## src/rtl/fsm_control_param.sv

```systemverilog
// Parametrised flow-control FSM: captures per-FIFO thresholds, range-checks them,
// tracks sticky FIFO errors and detects idle after a run of all-empty cycles.
module fsm_control_param #(
    parameter int NUM_FIFOS = 5,
    parameter int TH_W      = 4,
    parameter int MAX_TH    = 12,
    parameter int IDLE_CNT  = 3
) (
    input  logic                      clk,
    input  logic                      reset,
    input  logic                      init,
    input  logic [NUM_FIFOS*TH_W-1:0] umbral_in,
    input  logic [NUM_FIFOS-1:0]      FIFO_error,
    input  logic [NUM_FIFOS-1:0]      FIFO_empty,
    input  logic                      err_clear,
    output logic [NUM_FIFOS*TH_W-1:0] umbrales_I,
    output logic                      active,
    output logic                      idle,
    output logic [NUM_FIFOS-1:0]      error,
    output logic [2:0]                state
);

    localparam logic [2:0] RESET  = 3'd0;
    localparam logic [2:0] INIT   = 3'd1;
    localparam logic [2:0] IDLE   = 3'd2;
    localparam logic [2:0] ACTIVE = 3'd3;
    localparam logic [2:0] ERROR  = 3'd4;

    localparam int CNT_W = $clog2(IDLE_CNT + 1);
    localparam logic [CNT_W-1:0] CNT_LAST = CNT_W'(IDLE_CNT - 1);
    localparam logic [TH_W-1:0]  MAX_V    = TH_W'(MAX_TH);

    logic [CNT_W-1:0]          cnt, cnt_n;
    logic [2:0]                state_n;
    logic [NUM_FIFOS-1:0]      err_n;
    logic [NUM_FIFOS-1:0]      over;
    logic [NUM_FIFOS*TH_W-1:0] umb_n;

    always_comb begin
        over = '0;
        for (int unsigned i = 0; i < NUM_FIFOS; i++) begin
            over[i] = (umbral_in[i*TH_W +: TH_W] > MAX_V);
        end
    end

    always_comb begin
        state_n = state;
        err_n   = error;
        cnt_n   = '0;
        umb_n   = (state == INIT) ? umbral_in : umbrales_I;

        if (state == RESET) begin
            state_n = INIT;
        end else if (|FIFO_error) begin
            // In ERROR an explicit clear wins over accumulation, then new errors land.
            state_n = ERROR;
            err_n   = (state == ERROR && err_clear) ? FIFO_error : (error | FIFO_error);
        end else begin
            case (state)
                INIT: begin
                    if (!init) begin
                        if (|over) begin
                            state_n = ERROR;
                            err_n   = error | over;
                        end else begin
                            state_n = ACTIVE;
                        end
                    end
                end
                ACTIVE: begin
                    if (init) begin
                        state_n = INIT;
                    end else if (&FIFO_empty) begin
                        if (cnt == CNT_LAST) begin
                            state_n = IDLE;
                        end else begin
                            cnt_n = cnt + CNT_W'(1);
                        end
                    end
                end
                IDLE: begin
                    if (init) begin
                        state_n = INIT;
                    end else if (!(&FIFO_empty)) begin
                        state_n = ACTIVE;
                    end
                end
                ERROR: begin
                    if (err_clear) begin
                        state_n = INIT;
                        err_n   = '0;
                    end
                end
                default: state_n = RESET;
            endcase
        end
    end

    always_ff @(posedge clk or negedge reset) begin
        if (!reset) begin
            state      <= RESET;
            error      <= '0;
            umbrales_I <= '0;
            cnt        <= '0;
        end else begin
            state      <= state_n;
            error      <= err_n;
            umbrales_I <= umb_n;
            cnt        <= cnt_n;
        end
    end

    assign active = (state == ACTIVE);
    assign idle   = (state == IDLE);

endmodule

```

## config.mk

```make
export PLATFORM = sky130hd
export DESIGN_NAME = fsm_control_param
export DESIGN_NICKNAME = d
export VERILOG_FILES = /design/src/rtl/fsm_control_param.sv
export SDC_FILE = /design/constraint.sdc
export NUM_CORES = 1
export LEC_CHECK = 0
export CAP_MARGIN = 20
export CORE_MARGIN = 2
export CORE_UTILIZATION = 41
export DETAILED_ROUTE_END_ITERATION = 8
export PLACE_DENSITY_LB_ADDON = 0.08
export SETUP_SLACK_MARGIN = 0.15
export SYNTH_ARGS = -nofsm -noshare
export SYNTH_HDL_FRONTEND = slang
export SYNTH_SLANG_ARGS = --single-unit
```

## constraint.sdc

```tcl
create_clock -name clk -period 1.96 [get_ports clk]
set_input_delay 0.392 -clock clk [delete_from_list [all_inputs] [get_ports clk]]
set_output_delay 0.392 -clock clk [all_outputs]
set_load 0.01 [all_outputs]
```

==> impl_metrics.py <==
metrics = {
    "power_and_ir_drop": {
        "power.share.clock_pct": 13.8,
        "peakVddDrop_uv": 630,
        "power_density_nw_per_um2": 1160,
        "leakagePower_nw": 1.22,
        "p_int_mw": 1.79,
        "pwr-share-comb_pct": 49.1,
        "p_seq_share_pct": 37.1,
        "p_sw_share_pct": 35.7,
        "power_mw": 2.78,
        "p_sw_mw": 0.992,
    },
    "timing": {
        "fin_setup_tns_ps": 0,
        "rsz0062_at_grt": "no",
        "setup_viol": 0,
        "finalClockSkew_ps": 2.89,
        "max_slew.worst_pin.slew_ps": 656,
        "finalCritPeriodShare_pct": 89.7,
        "whs_ps": 283,
        "hold_violations": 0,
        "finalMaxSlewViolations": 0,
        "fin_crit_ps": 1760,
        "fmax_mhz": 569,
        "relSlewSlack_pct": 56.0,
    },
    "floorplanning": {
        "die-area_um2": 4030,
        "initial_core_util_pct": 43.2,
        "row_count": 21,
        "core-area_um2": 3360,
        "io_pins": 64,
        "die-height_um": 63.5,
        "die_width_um": 63.5,
    },
    "cells_and_area": {
        "multiInputGateArea_um2": 711,
        "syn_to_final_growth_pct": 65.2,
        "fin_nets": 289,
        "seq_area_um2": 751,
        "fillers": 303,
        "drive_gt1_share_pct": 20.7,
        "num_antenna_cells": 0,
    },
    "yosys": {
        "synth_area_um2": 1450,
        "netlist_top_cells_count": "69 x nand2_1, 30 x dfrtp_1, 10 x nor2_1",
        "yosysTopAreaCellShare_pct": 51.7,
        "synth_enable_flop_cells": 0,
        "async_reset_ff_share_pct": 100,
        "ys_seq_area_share_pct": 51.7,
        "synthCells": 165,
        "syn_nets": 199,
        "synthTopCellsByArea": "dfrtp_1 52%, nand2_1 18%, o211a_1 2.8%, nor2_1 2.6%, nand4_1 2.2%",
        "synth_cell_types": 32,
        "synth.most_common_cell": "nand2_1",
        "synth-main-ff-cell": "dfrtp_1",
        "yosysTopAreaCell": "dfrtp_1",
        "avgSynthCellArea_um2": 8.80,
        "synth_seq_cells": 30,
        "ys_warn_count": 0,
    },
    "placed_design": {
        "io_buffers": 63,
        "gp_congestion": 0.801,
        "hpwl_mm": 3.29,
    },
    "worst_setup_path": {
        "crit_type": "input port to register",
        "cp_max_fo": 5,
        "cp_data_arrival_time_ps": 1950,
        "required_ps": 2150,
        "cp-start-kind": "input port",
        "end_kind": "register",
    },
    "clock_tree": {
        "clock-root-buffer": "clkbuf_4",
        "cts_buffers": 5,
        "cts_sinks": 30,
        "cts_buffer_depth": 2,
        "htree_levels": 2,
        "postCtsHoldBufs": 0,
        "clk_pin_slew_worst_paths_ps": 90,
        "cts_tree": "yes",
        "clkLatencyLatePin_ps": 330,
    },
    "grt": {
        "grt_max_degree": 31,
        "grt_pass1_vias": 1504,
        "grt_usage_pct": 22.7,
        "grt_pass1_wl_mm": 7.10,
        "grt_antenna_before_repair": 0,
        "overflow": 0,
    },
    "flow_run": {
        "max-cap-violations": 0,
    },
    "drt": {
        "routedWlPerCell_um": 14.5,
        "via_count": 1551,
        "viasPerCell": 5.14,
        "wl_mm": 4.38,
        "remaining_drc_errors": 0,
        "drt_iter0_markers": 97,
        "antenna_left": 0,
        "firstDrtPassIters": 5,
    },
    "run_status": {
        "status": "finished, final reports clean",
    },
    "worst_hold_path": {
        "min_path_type": "input port to register",
    },
}
## cell usage in the layout, fill, tap and decap left out, types with 2 or more instances in the layout
cell type,instances
dlygate4sd2_1,12
o211a_1,4
nand3_1,2
dfrtp_1,30
o31ai_2,4
a21oi_1,6
dlymetal6s2s_1,5
nor3_1,3
nor2_1,9
nand2_1,69
clkdlybuf4s50_1,39
nand4_1,5
buf_4,27
clkdlybuf4s15_1,3
clkbuf_4,5
inv_1,2
clkbuf_2,4
o21ai_0,3
## repair_timing
item,CTS,global route
pin swaps,10,8
setup endpoints to repair,14,10
setup buffers,5,2
gates resized for setup,22,21
## state kept, by name (all words and copies together), names as in the netlist
signal      count
cnt             2
error           5
state           3
umbrales_I     20
## worst paths after layout
kind,slack (ps),cells after the start,end,start
worst max-delay path,200,8,error[2],umbral_in[8]
worst min-delay path,280,3,umbrales_I[9],umbral_in[9]
worst max register to register,220,7,error[2],state[2]
worst min register to register,450,1,cnt[0],cnt[0]
max in group asynchronous,1210,2,umbrales_I[10],reset
min in group asynchronous,450,2,umbrales_I[3],reset
## power groups by stage
| stage | logic (mW) | registers, mW | clock network [mW] |
|---|---|---|---|
| final | 1.37 | 1.03 | 0.383 |
| after global placement | 1.31 | 1.03 | 0 |
| after global routing | 1.47 | 1.06 | 0.439 |
| after CTS | 1.35 | 1.03 | 0.399 |
| after detailed placement | 1.34 | 1.05 | 0 |
| after floorplan | 0.419 | 1.16 | 0 |
## cells by family (layout without fill, tap and decap cells)
group | count (synthesis) | count (layout) | share of synthesized area, %
and+or+nand+nor | 101 | 101 | 31.6
DFF | 30 | 30 | 51.7
AOI/OAI and AO/OA | 25 | 25 | 13.9
buffers and inverters | 9 | 100 | 2.84
## per-layer routing
layer,part of all wire (%),global-route usage (%),vias to the layer above
met5,0,0,-
met4,2.4,7.88,0
met3,6.2,6.43,10
met2,52,38.0,58
met1,39,27.9,739
li1,-,-,744
## critical path, cell delays in order
cell and delay (ps):
clkdlybuf4s15_1 180, o211a_1 250, nor4_2 250, buf_4 170
a2111oi_4 60, buf_4 160, a211oi_4 340, o31ai_1 130
## area by class of cell
| class | instances | area share [%] |
|---|---|---|
| inverter | 2 | 0.313 |
| sequential | 30 | 31.3 |
| multi-input combinational | 126 | 29.6 |
| tap | 46 | 2.40 |
| clock buffer | 7 | 2.30 |
| clock inverter | 1 | 0.209 |
| timing repair buffer | 90 | 33.8 |
## through the flow
stage	worst slack (ps)	cells	instance area (µm²)	util, %
after floorplan	211	165	1450	-
after CTS	153	300	2350	69.8
after global placement	-338	287	2260	67.2
after detailed placement	-377	287	2260	67.2
after global routing	130	302	2400	71.3
final	202	302	2400	71.3
(Power assumes the default switching activity.)
